**src/rtl/hazard_pkg.sv**
```systemverilog
// hazard_pkg: shared types and constants for the pipeline hazard controller.
package hazard_pkg;
    typedef enum logic [1:0] {
        FWD_RF  = 2'b00,
        FWD_WB  = 2'b01,
        FWD_MEM = 2'b10
    } fwd_sel_t;
    typedef enum logic {
        RUN    = 1'b0,
        LSTALL = 1'b1
    } hz_state_t;
    localparam int LOAD_LAT_MIN = 1;
    localparam int LOAD_LAT_MAX = 4;
endpackage

```
**src/rtl/hazard_ctrl_forward_sel.sv**
```systemverilog
// forward_sel: Execute-operand bypass select; Memory beats Writeback, x0 never forwarded.
module forward_sel
    import hazard_pkg::*;
#(
    parameter int REG_W = 5
) (
    input  logic [REG_W-1:0] i_rs,
    input  logic [REG_W-1:0] i_rd_m,
    input  logic [REG_W-1:0] i_rd_w,
    input  logic             i_we_m,
    input  logic             i_we_w,
    output logic [1:0]       o_sel
);
    logic w_hit_m, w_hit_w;
    assign w_hit_m = i_we_m && i_rd_m != '0 && i_rd_m == i_rs;
    assign w_hit_w = i_we_w && i_rd_w != '0 && i_rd_w == i_rs;
    assign o_sel   = w_hit_m ? FWD_MEM : w_hit_w ? FWD_WB : FWD_RF;
endmodule

```
**src/rtl/hazard_ctrl.sv**
```systemverilog
// hazard_ctrl: forwarding, load-use bubbles, branch flush, memory freeze and wait watchdog.
// Optional stall/flush performance counters are built when HAZARD_PERF_CNT_EN is defined.
module hazard_ctrl
    import hazard_pkg::*;
#(
    parameter int REG_W    = 5,
    parameter int LOAD_LAT = 1,
    parameter int MAX_WAIT = 255,
    parameter int CNT_W    = 32
) (
    input  logic             clk,
    input  logic             rst,
    input  logic [REG_W-1:0] Rs1D,
    input  logic [REG_W-1:0] Rs2D,
    input  logic [REG_W-1:0] Rs1E,
    input  logic [REG_W-1:0] Rs2E,
    input  logic [REG_W-1:0] RdE,
    input  logic [REG_W-1:0] RdM,
    input  logic [REG_W-1:0] RdW,
    input  logic             RegWriteM,
    input  logic             RegWriteW,
    input  logic             MemReadE,
    input  logic             branchE,
    input  logic             memBusy,
    output logic [1:0]       forwardAE,
    output logic [1:0]       forwardBE,
    output logic             stallF,
    output logic             stallD,
    output logic             stallE,
    output logic             stallM,
    output logic             flushD,
    output logic             flushE,
    output logic             waitErr
`ifdef HAZARD_PERF_CNT_EN
    ,
    output logic [CNT_W-1:0] stallCnt,
    output logic [CNT_W-1:0] flushCnt
`endif
);
    localparam int LAT    = LOAD_LAT < LOAD_LAT_MIN ? LOAD_LAT_MIN :
                            LOAD_LAT > LOAD_LAT_MAX ? LOAD_LAT_MAX : LOAD_LAT;
    localparam int WAIT_W = $clog2(MAX_WAIT + 1);

    hz_state_t         r_state, w_state_nxt;
    logic [2:0]        r_cnt, w_cnt_nxt;
    logic [WAIT_W-1:0] r_wait, w_wait_nxt;
    logic              r_wait_err;
    logic              w_lu, w_bubble;
    logic [1:0]        w_fa, w_fb;

    forward_sel #(.REG_W(REG_W)) u_fwd_a (
        .i_rs(Rs1E), .i_rd_m(RdM), .i_rd_w(RdW),
        .i_we_m(RegWriteM), .i_we_w(RegWriteW), .o_sel(w_fa)
    );
    forward_sel #(.REG_W(REG_W)) u_fwd_b (
        .i_rs(Rs2E), .i_rd_m(RdM), .i_rd_w(RdW),
        .i_we_m(RegWriteM), .i_we_w(RegWriteW), .o_sel(w_fb)
    );

    assign w_lu     = MemReadE && RdE != '0 && (RdE == Rs1D || RdE == Rs2D);
    assign w_bubble = r_state == LSTALL || w_lu;

    always_ff @(posedge clk or posedge rst) begin
        if (rst) begin
            r_state <= RUN;
            r_cnt   <= '0;
        end else begin
            r_state <= w_state_nxt;
            r_cnt   <= w_cnt_nxt;
        end
    end

    // the count holds the bubbles still owed after the current one
    always_comb begin
        w_state_nxt = r_state;
        w_cnt_nxt   = r_cnt;
        if (!memBusy) begin
            if (branchE) begin
                w_state_nxt = RUN;
                w_cnt_nxt   = '0;
            end else if (r_state == LSTALL) begin
                w_cnt_nxt   = r_cnt - 3'd1;
                w_state_nxt = r_cnt == 3'd1 ? RUN : LSTALL;
            end else if (w_lu && LAT > 1) begin
                w_state_nxt = LSTALL;
                w_cnt_nxt   = 3'(LAT - 1);
            end
        end
    end

    always_comb begin
        forwardAE = rst ? FWD_RF : w_fa;
        forwardBE = rst ? FWD_RF : w_fb;
        stallF    = !rst && (memBusy || (!branchE && w_bubble));
        stallD    = stallF;
        stallE    = !rst && memBusy;
        stallM    = stallE;
        flushD    = rst || (!memBusy && branchE);
        flushE    = rst || (!memBusy && (branchE || w_bubble));
    end

    assign w_wait_nxt = !memBusy ? '0 :
                        r_wait == WAIT_W'(MAX_WAIT) ? r_wait : r_wait + 1'b1;

    always_ff @(posedge clk or posedge rst) begin
        if (rst) begin
            r_wait     <= '0;
            r_wait_err <= 1'b0;
        end else begin
            r_wait     <= w_wait_nxt;
            r_wait_err <= r_wait_err || w_wait_nxt == WAIT_W'(MAX_WAIT);
        end
    end

    assign waitErr = r_wait_err;

`ifdef HAZARD_PERF_CNT_EN
    logic [CNT_W-1:0] r_stall_cnt, r_flush_cnt;
    always_ff @(posedge clk or posedge rst) begin
        if (rst) begin
            r_stall_cnt <= '0;
            r_flush_cnt <= '0;
        end else begin
            r_stall_cnt <= r_stall_cnt + CNT_W'(stallF);
            r_flush_cnt <= r_flush_cnt + CNT_W'(flushD || flushE);
        end
    end
    assign stallCnt = r_stall_cnt;
    assign flushCnt = r_flush_cnt;
`endif
endmodule

```
**config.mk**
```make
export PLATFORM = sky130hd
export DESIGN_NAME = hazard_ctrl
export DESIGN_NICKNAME = d
export VERILOG_FILES = /design/src/rtl/hazard_pkg.sv /design/src/rtl/hazard_ctrl_forward_sel.sv /design/src/rtl/hazard_ctrl.sv
export SDC_FILE = /design/constraint.sdc
export NUM_CORES = 1
export LEC_CHECK = 0
export ABC_AREA = 1
export CORE_MARGIN = 3
export CORE_UTILIZATION = 40
export DETAILED_ROUTE_END_ITERATION = 8
export GPL_TIMING_DRIVEN = 0
export PLACE_DENSITY = 0.74
export SLEW_MARGIN = 10
export SYNTH_ARGS = -nofsm -noshare
export SYNTH_HDL_FRONTEND = slang
export SYNTH_HIERARCHICAL = 1
export SYNTH_SLANG_ARGS = --single-unit
```
**constraint.sdc**
```tcl
create_clock -name clk -period 1.4 [get_ports clk]
set_clock_uncertainty 0.05 [all_clocks]
set_input_delay 0.28 -clock clk [delete_from_list [all_inputs] [get_ports clk]]
set_output_delay 0.28 -clock clk [all_outputs]
set_load 0.02 [all_outputs]
```
==> flow_metrics.py, run 1 <==
metrics = {
    "finish": {
        "final_cell_mix": "nand2_1 (70), inv_1 (29), buf_6 (24), nor2_1 (24), inv_2 (23)",
        "fillers": 319,
        "fin_nets": 384,
        "stdcell_count": 384,
        "final_util": 0.692,
        "n_antenna_cell": 0,
        "area_growth_pct": 60.7,
        "final_common_cell": "nand2_1",
        "drive_above_1_share": 0.464,
    },
    "timing": {
        "setup-tns-final_ns": -0.842,
        "hold_viol": 0,
        "max-slew-margin-rel": 0.656,
        "max_freq_mhz": 633,
        "fin_ws_ns": -0.181,
        "rsz0062_at_grt": "true",
        "worstMarginPinSlew_ns": 0.515,
        "min_period_ns": 1.58,
        "setup_viol_count_final": 8,
        "period_share": 1.13,
        "drv_slew": 0,
    },
    "pwr": {
        "sw_frac_of_total": 0.327,
        "power_frac_seq": 0.321,
        "peakVddDrop_mv": 0.541,
        "power.density_nw_per_um2": 518,
        "internal_power_mw": 0.832,
        "leakage_nw": 1.28,
        "clockPowerShare": 0.279,
        "combPwrFrac": 0.400,
        "p_switching_mw": 0.403,
    },
    "hold_path": {
        "hp-class": "in2async",
    },
    "logic_synthesis": {
        "avgSynthCellArea_sq_um": 5.51,
        "synth.distinct_cells": 23,
        "syn_inst": 269,
        "ys_ff_latch": 13,
        "ys_async_sr_fraction": 1.00,
        "synth_edf_count": 0,
        "synth-seq-area-share": 0.219,
        "synth_flop_cell": "dfrtp_1",
        "synth_fp_nets": 314,
        "ys_warn_count": 6,
        "synthesis.area_sq_um": 1480,
    },
    "clock_network": {
        "cts_tree": "yes",
        "cts_hold_buffers": 0,
        "worstSkewPairLatency_ns": 0.25,
        "clk_path_buf_depth": 2,
        "cts.sinks": 13,
        "clkTransAtPathRegs_ns": 0.06,
        "htreeDepth": 1,
        "root_buffer": "clkbuf_8",
        "cts_buffers": 3,
    },
    "floorplanning": {
        "rows": 21,
        "core_sq_um": 3440,
        "ioPinCount": 53,
        "die_h_microns": 66.9,
        "dieWidth_microns": 66.9,
        "die-area_sq_um": 4470,
        "initial_core_util": 0.431,
    },
    "setup_path": {
        "critPathArrivalTime_ns": 1.25,
        "path_class": "in2out",
        "crit_start": "RdE[0]",
        "crit_path_start_kind": "input port",
        "crit_fanout": 4,
        "setup.worst_path.end_class": "output pin",
        "reg2reg_from": "r_wait[0]",
        "cp.required_ns": 1.07,
    },
    "grt": {
        "grt_usage": 0.198,
        "grt_max_degree": 14,
        "grt_pass1_vias": 1698,
        "grt_pass1_wl_mm": 6.96,
        "grt_antenna_before_repair": 0,
        "grt_overflow": 0,
    },
    "status": {
        "outcome": "finished with violations",
        "violations": "setup timing",
    },
    "placed_design": {
        "dp_hpwl_mm": 3.00,
        "dpl.cell_count": 367,
        "io_buffers": 52,
        "dp_slack_ns": -1.14,
        "gp_congestion": 0.790,
    },
    "detailed_routing": {
        "avgRoutedWirePerCell_microns": 10.9,
        "drc": 0,
        "drt-initial-drc-count": 84,
        "routed_wl_mm": 4.19,
        "num_vias": 1784,
        "firstDrtPassIters": 4,
        "ant_nets": 0,
        "viasPerCell": 4.65,
    },
    "job": {
        "drv_cap": 0,
    },
}
## metrics by stage
stage / hold slack [ns] / cell area, sq um / power [mW]
after floorplan: 0.107 / 1490 / 0.602
after global placement: 0.398 / 2070 / 0.796
after detailed placement: 0.407 / 2070 / 0.802
after CTS: 0.240 / 2230 / 1.18
after global routing: 0.281 / 2380 / 1.32
final: 0.226 / 2380 / 1.23
## registers in the layout, indices dropped and copies added, names as in the netlist
name,cells
r_wait,8
r_cnt,3
r_state,1
waitErr,1
## cell usage after synthesis (3+ instances only)
cell type,count,share of area
inv_1,55,0.14
a21oi_1,5,0.017
o21ai_0,12,0.041
ha_1,3,0.025
nor2_1,40,0.10
nand3_1,17,0.057
nand2_1,90,0.23
inv_2,4,0.010
xor2_1,3,0.018
nand2_2,3,0.013
dfrtp_1,13,0.22
nor2_2,6,0.025
buf_4,4,0.020
## cells by family (layout without fill, tap and decap cells)
logic type,Yosys count,count (layout),share of synthesized area
AND/OR/NAND/NOR,161,162,0.456
buffers and inverters,64,132,0.177
AO/OA/AOI/OAI,23,23,0.0928
flip-flops,13,13,0.219
XOR/XNOR,5,5,0.0295
adder cells (fa/ha/maj),3,3,0.0253
## final cells by class
class / instances / area (sq um) / share of cell area
multi-input combinational: 193 / 1060 / 0.447
timing repair buffer: 64 / 601 / 0.252
sequential: 13 / 325 / 0.137
inverter: 59 / 244 / 0.102
tap: 46 / 57.6 / 0.0242
clock buffer: 4 / 45.0 / 0.0189
buffer: 5 / 45.0 / 0.0189
## critical path, cell delays in order
cell and delay (ns):
buf_12 0.11, nand2_2 0.06, inv_2 0.04, nor2_2 0.10, nor2_1 0.05, nand3_1 0.07
nand2_2 0.07, nand2_4 0.07, nand3_2 0.06, nand2_1 0.07, inv_2 0.04, buf_6 0.10
buf_6 0.12
## power groups by stage
stage | Clock, mW | Sequential, mW | Combinational (mW)
finish | 0.344 | 0.396 | 0.494
global placement | 0 | 0.403 | 0.394
global route | 0.368 | 0.398 | 0.550
CTS | 0.348 | 0.396 | 0.439
floorplan | 0 | 0.402 | 0.200
detailed placement | 0 | 0.403 | 0.399
## what timing repair did
item	in CTS	in global routing
setup endpoints to repair	12	12
buffers inserted	10	2
pin swaps	61	34
gates cloned	1	0
resized for setup	281	53
## path summary, 6_finish.rpt
path | to | slack (ns) | depth (start not counted)
max | stallF | -0.18 | 13
min | r_state | 0.23 | 2
max reg2reg | waitErr | -0.08 | 11
min reg2reg | waitErr | 0.42 | 2
max in group asynchronous | r_wait[3] | 0.73 | 2
min in group clk | r_wait[1] | 0.41 | 3
## layer usage
layer / share of wire / vias up / global-route usage
met1: 0.43 / 799 / 0.242
met4: 0.0079 / 0 / 0.0304
met5: 0 / - / 0
met2: 0.50 / 42 / 0.350
met3: 0.059 / 4 / 0.0540
li1: - / 939 / -
No activity file was read; power rests on OpenSTA's default activity.
==> run 2, diff against run 1 <==
--- a/config.mk
+++ b/config.mk
@@ -6,7 +6,7 @@
 export NUM_CORES = 1
 export LEC_CHECK = 0
 export ABC_AREA = 1
-export CORE_MARGIN = 3
+export ABC_CLOCK_PERIOD_IN_PS = 1400
 export CORE_UTILIZATION = 40
 export DETAILED_ROUTE_END_ITERATION = 8
 export GPL_TIMING_DRIVEN = 0
@@ -16,3 +16,4 @@
 export SYNTH_HDL_FRONTEND = slang
 export SYNTH_HIERARCHICAL = 1
 export SYNTH_SLANG_ARGS = --single-unit
+export TNS_END_PERCENT = 20
==> flow_metrics.py, run 2 (synthesis gave the netlist of run 1 again) <==
metrics = {
    "status": {
        "outcome": "finished with violations",
        "violations": "setup timing",
    },
    "hold_path": {
        "hp-class": "in2async",
    },
    "timing": {
        "max_freq_mhz": 630,
        "hold_viol": 0,
        "period_share": 1.13,
        "max-slew-margin-rel": 0.654,
        "fin_ws_ns": -0.188,
        "rsz0062_at_grt": "true",
        "min_period_ns": 1.59,
        "drv_slew": 0,
        "setup_viol_count_final": 9,
        "worstMarginPinSlew_ns": 0.519,
    },
    "setup_path": {
        "setup.worst_path.end_class": "flip-flop",
        "path_class": "reg2reg",
        "crit_path_cell_trace": "ha_2 > nand2_4 > nor2_4 > nand2_4 > nand2_2 > nand2_2 > nor2_2 > nand2_1 > nor2_1 > nand2_1 > nand2_1",
        "crit_buf_inv": 0,
        "cp.required_ns": 1.54,
        "crit_top_cell": "nand2_1",
        "slowest_stage": "dfrtp_1",
        "critPathArrivalTime_ns": 1.73,
        "cpLargestDelayFamily": "simple AND/OR/NAND/NOR gates",
        "slowest_delay_ns": 0.39,
        "crit_fanout": 7,
        "crit_path_start_kind": "flip-flop",
    },
    "clock_network": {
        "cts_tree": "yes",
        "root_buffer": "clkbuf_8",
        "clk_path_buf_depth": 2,
        "cts_buffers": 3,
        "clkTransAtPathRegs_ns": 0.06,
        "worstSkewPairLatency_ns": 0.25,
        "cts.sinks": 13,
        "cts_hold_buffers": 0,
        "htreeDepth": 1,
    },
    "detailed_routing": {
        "avgRoutedWirePerCell_microns": 10.1,
        "viasPerCell": 4.60,
        "routed_wl_mm": 3.86,
        "drc": 0,
        "num_vias": 1766,
        "firstDrtPassIters": 4,
        "drt-initial-drc-count": 89,
        "ant_nets": 0,
    },
    "grt": {
        "grt_pass1_wl_mm": 6.34,
        "grt_max_degree": 14,
        "grt_overflow": 0,
        "grt_usage": 0.198,
        "grt_antenna_before_repair": 0,
        "grt_pass1_vias": 1603,
    },
    "floorplanning": {
        "initial_core_util": 0.431,
        "dieWidth_microns": 62.9,
        "rows": 21,
        "die_h_microns": 62.9,
        "core_sq_um": 3440,
        "ioPinCount": 53,
        "die-area_sq_um": 3950,
    },
    "placed_design": {
        "io_buffers": 52,
        "dp_hpwl_mm": 2.84,
        "gp_congestion": 0.836,
        "dp_slack_ns": -1.13,
    },
    "finish": {
        "largest_reg_flops": 8,
        "final_cell_mix": "nand2_1 (77), inv_1 (34), nor2_1 (32)",
        "drive_above_1_share": 0.391,
        "area_growth_pct": 52.3,
        "largest-register": "r_wait",
        "fin_nets": 384,
        "n_antenna_cell": 0,
        "multiInputGateArea_sq_um": 1000,
        "regArea_sq_um": 325,
        "fillers": 334,
        "final_common_cell": "nand2_1",
        "largest_registers": "r_wait: 8 flops, r_cnt: 3 flops",
    },
    "job": {
        "drv_cap": 0,
    },
    "pwr": {
        "leakage_nw": 1.27,
        "power.density_nw_per_um2": 530,
        "peakVddDrop_mv": 0.519,
        "total_power_mw": 1.20,
    },
}
-- run 2: worst paths after layout --
check / startpoint / endpoint / slack [ns] / cells after the start
setup / recovery: r_wait[0] / waitErr / -0.19 / 11
hold / removal: rst / r_wait[2] / 0.29 / 2
setup reg to reg: r_wait[0] / waitErr / -0.19 / 11
hold reg to reg: waitErr / waitErr / 0.41 / 2
max in group asynchronous: rst / r_wait[1] / 0.66 / 2
min in group clk: waitErr / waitErr / 0.41 / 2
-- run 2: final cells by class --
cell class	instances	area share
multi-input cells	192	0.443
repair buffers	65	0.247
flip-flops and latches	13	0.144
inverters	59	0.100
well taps	46	0.0255
clock buffers	4	0.0199
plain buffers	5	0.0199
-- run 2: power breakdown --
group | internal, mW | leakage, nW | total, mW | switching, mW
Combinational | 0.222 | 1.07 | 0.455 | 0.233
Clock | 0.201 | 0.0228 | 0.344 | 0.143
Sequential | 0.388 | 0.173 | 0.398 | 0.0102
-- run 2: stage by stage --
stage | cell area (sq um) | utilization | instances | TNS (ns) | hold slack [ns]
3_5_place_dp | 2060 | 0.599 | 367 | -9.83 | 0.414
4_1_cts | 2080 | 0.603 | 375 | -1.29 | 0.305
5_1_grt | 2260 | 0.656 | 384 | -2.13 | 0.359
3_3_place_gp | 2060 | 0.599 | 367 | -9.65 | 0.401
2_1_floorplan | 1480 | - | 269 | -0.0224 | 0.107
6_report | 2260 | 0.656 | 384 | -1.02 | 0.293
-- run 2: repair_timing --
action | in CTS | in global routing
gates cloned | 0 | 0
pin swaps | 37 | 30
setup buffers | 4 | 9
setup endpoints to repair | 12 | 13
resized for setup | 241 | 45
-- run 2: routing by layer --
layer | global-route usage | wire, microns | part of all wire | vias to the layer above
met4 | 0.0378 | 30 | 0.0078 | 0
met2 | 0.332 | 1890 | 0.49 | 53
met1 | 0.248 | 1720 | 0.44 | 773
met5 | 0 | 0 | 0 | -
met3 | 0.0602 | 219 | 0.057 | 4
li1 | - | - | - | 936
==> run 3, diff against run 2 <==
--- a/config.mk
+++ b/config.mk
@@ -6,14 +6,13 @@
 export NUM_CORES = 1
 export LEC_CHECK = 0
 export ABC_AREA = 1
-export ABC_CLOCK_PERIOD_IN_PS = 1400
+export ABC_CLOCK_PERIOD_IN_PS = 2000
 export CORE_UTILIZATION = 40
 export DETAILED_ROUTE_END_ITERATION = 8
 export GPL_TIMING_DRIVEN = 0
-export PLACE_DENSITY = 0.74
+export PLACE_DENSITY = 0.72
 export SLEW_MARGIN = 10
 export SYNTH_ARGS = -nofsm -noshare
 export SYNTH_HDL_FRONTEND = slang
-export SYNTH_HIERARCHICAL = 1
 export SYNTH_SLANG_ARGS = --single-unit
 export TNS_END_PERCENT = 20
==> constraint.sdc (replaced) <==
create_clock -name clk -period 2 [get_ports clk]
set_clock_uncertainty 0.05 [all_clocks]
set_input_delay 0.4 -clock clk [delete_from_list [all_inputs] [get_ports clk]]
set_output_delay 0.4 -clock clk [all_outputs]
set_load 0.02 [all_outputs]
==> flow_metrics.py, run 3 <==
metrics = {
    "setup_path": {
        "crit_fanout": 3,
        "crit_buf_inv": 5,
        "crit_path_cell_trace": "clkdlybuf4s50_1 > inv_1 > nor2_4 > nor2_2 > nand2_1 > inv_2 > buf_4 > buf_6",
        "reg2regPathDepth": 11,
        "reg2reg_from": "r_wait[0]",
        "slowest_stage": "clkdlybuf4s50_1",
        "r2r-end": "waitErr",
        "reg2reg_slack_ns": 0.34,
        "cp.required_ns": 1.55,
        "cpLargestDelayFamily": "buffers and inverters",
        "slowest_delay_ns": 0.47,
        "critPathArrivalTime_ns": 1.52,
        "crit_path_start_kind": "input port",
        "setup.worst_path.end_class": "output pin",
        "path_class": "in2out",
    },
    "placed_design": {
        "dp_slack_ns": -1.04,
        "dp_hpwl_mm": 2.59,
        "gp_congestion": 0.773,
        "io_buffers": 51,
    },
    "floorplanning": {
        "die-area_sq_um": 3640,
        "die_h_microns": 60.4,
        "core_sq_um": 3150,
        "initial_core_util": 0.432,
        "rows": 20,
        "ioPinCount": 53,
        "dieWidth_microns": 60.4,
    },
    "timing": {
        "drv_slew": 0,
        "setup_viol_count_final": 0,
        "period_share": 0.986,
        "max-slew-margin-rel": 0.819,
        "max_freq_mhz": 507,
        "hold_viol": 0,
        "fin_ws_ns": 0.0282,
        "rsz0062_at_grt": "true",
        "whs_ns": 0.316,
        "worstMarginPinSlew_ns": 0.272,
        "min_period_ns": 1.97,
    },
    "clock_network": {
        "cts_hold_buffers": 0,
        "cts_tree": "yes",
        "worstSkewPairLatency_ns": 0.28,
        "root_buffer": "clkbuf_4",
        "clkTransAtPathRegs_ns": 0.09,
        "clk_path_buf_depth": 2,
        "htreeDepth": 1,
        "cts.sinks": 13,
        "cts_buffers": 3,
    },
    "finish": {
        "largest_reg_flops": 8,
        "regArea_sq_um": 325,
        "n_antenna_cell": 0,
        "multiInputGateArea_sq_um": 897,
        "final_util": 0.622,
        "largest_registers": "r_wait: 8 flops, r_cnt: 3 flops",
        "largest-register": "r_wait",
        "area_growth_pct": 43.9,
        "drive_above_1_share": 0.201,
        "fin_nets": 320,
        "fillers": 329,
        "final_common_cell": "nand2_1",
        "final_cell_mix": "nand2_1 (60), nor2_1 (29), inv_1 (28)",
    },
    "job": {
        "drv_cap": 0,
    },
    "detailed_routing": {
        "num_vias": 1481,
        "firstDrtPassIters": 4,
        "avgRoutedWirePerCell_microns": 10.2,
        "drc": 0,
        "drt-initial-drc-count": 64,
        "routed_wl_mm": 3.25,
        "viasPerCell": 4.66,
        "ant_nets": 0,
    },
    "hold_path": {
        "hold_start": "memBusy",
        "hp-class": "in2reg",
        "hold_depth": 3,
        "min_to": "r_wait[2]",
    },
    "logic_synthesis": {
        "ys_ff_latch": 13,
        "ys_async_sr_fraction": 1.00,
        "ys_top_cells_by_count": "nand2_1 (61), nor2_1 (32), inv_1 (30)",
        "synth_top_area_share": 0.239,
        "synth.distinct_cells": 28,
        "synth_area_leaders": "dfrtp_1 (24%), nand2_1 (17%), nor2_1 (8.8%)",
        "synth_area_leader_cell": "dfrtp_1",
        "synth_flop_cell": "dfrtp_1",
        "synth_fp_nets": 262,
        "synth-seq-area-share": 0.239,
        "ys_warn_count": 0,
        "avgSynthCellArea_sq_um": 6.28,
        "yosysMostFrequentCell": "nand2_1",
        "syn_inst": 217,
        "synthesis.area_sq_um": 1360,
        "synth_edf_count": 0,
    },
    "status": {
        "outcome": "completed",
    },
    "pwr": {
        "leakage_nw": 1.08,
        "peakVddDrop_mv": 0.279,
        "power.density_nw_per_um2": 359,
    },
    "grt": {
        "grt_antenna_before_repair": 0,
        "grt_pass1_vias": 1262,
        "grt_usage": 0.186,
        "grt_max_degree": 14,
        "grt_pass1_wl_mm": 5.18,
        "grt_overflow": 0,
    },
}
==> run 3: cell types whose count changed in the layout (fill, tap and decap cells not counted), sizes merged, moves of 7 or more <==
cell          delta
clkbuf           +9
nand2           -30
xnor2            +8
xor2             +7
inv             -24
dlygate4sd2      +9
dlymetal6s2s    +11
nor2            -13
buf             -46
==> run 3: area by class of cell <==
class                           instances  area share
Multi-Input combinational cell        164       0.458
Clock buffer                            4      0.0134
Buffer                                  4      0.0211
Sequential cell                        13       0.166
Tap cell                               44      0.0281
Timing Repair Buffer                   53       0.239
Inverter                               36      0.0747
==> run 3: logic make-up after synthesis <==
kind of cell    count (synthesis)  synth area share
compound gates                 21            0.0964
xor+xnor                       20             0.129
fa+ha+maj                       3            0.0276
buf+inv                        40             0.135
flops                          13             0.239
simple gates                  120             0.374
==> run 3: layer usage <==
metal | part of all wire | track usage
met1 | 0.46 | 0.234
met2 | 0.48 | 0.323
met3 | 0.056 | 0.0512
met4 | 0.0052 | 0.0299
met5 | 0 | 0
==> run 3: how the worst max path moves through the flow <==
stage                     startpoint            to  slack (ns)  depth (start not counted)
final                        branchE        stallF        0.03                          8
after global routing         Rs2E[4]  forwardBE[1]       -0.03                          8
after CTS                    Rs2D[1]        stallF       -0.19                         13
after detailed placement         rst  forwardAE[0]       -1.04                          7
after global placement           rst  forwardAE[0]       -1.07                          7
after floorplan                  rst  forwardBE[0]        0.12                          5
==> run 3: worst register-to-register path, cell delays in order, from the launching register on <==
cell and delay (ns):
dfrtp_1 0.44, ha_1 0.25, nand2_2 0.13, nor2_4 0.05, nand2_2 0.07, buf_6 0.14, nand2_2 0.07, a21oi_4 0.13
nand2_1 0.07, nor2_1 0.08, nand2_1 0.06, nand2_1 0.05
==> run 3: what timing repair did <==
| action | 4_1_cts | 5_1_grt |
|---|---|---|
| pin swaps | 3 | 20 |
| setup endpoints to repair | 10 | 8 |
| buffers inserted | 1 | 1 |
| resized for setup | 73 | 40 |
==> run 3: metrics by stage <==
step | power [mW] | TNS [ns] | instances | cell area [sq um]
after floorplan | 0.415 | 0 | 217 | 1370
after global placement | 0.549 | -6.17 | 312 | 1930
after detailed placement | 0.554 | -6.24 | 312 | 1930
after CTS | 0.706 | -0.605 | 317 | 1950
after global routing | 0.746 | -0.0698 | 318 | 1960
final | 0.703 | 0 | 318 | 1960
==> run 3: where the power goes <==
group,switching [mW],leakage [nW],internal [mW]
sequential,0.00863,0.173,0.271
combinational,0.133,0.888,0.122
clock,0.0912,0.0150,0.0774
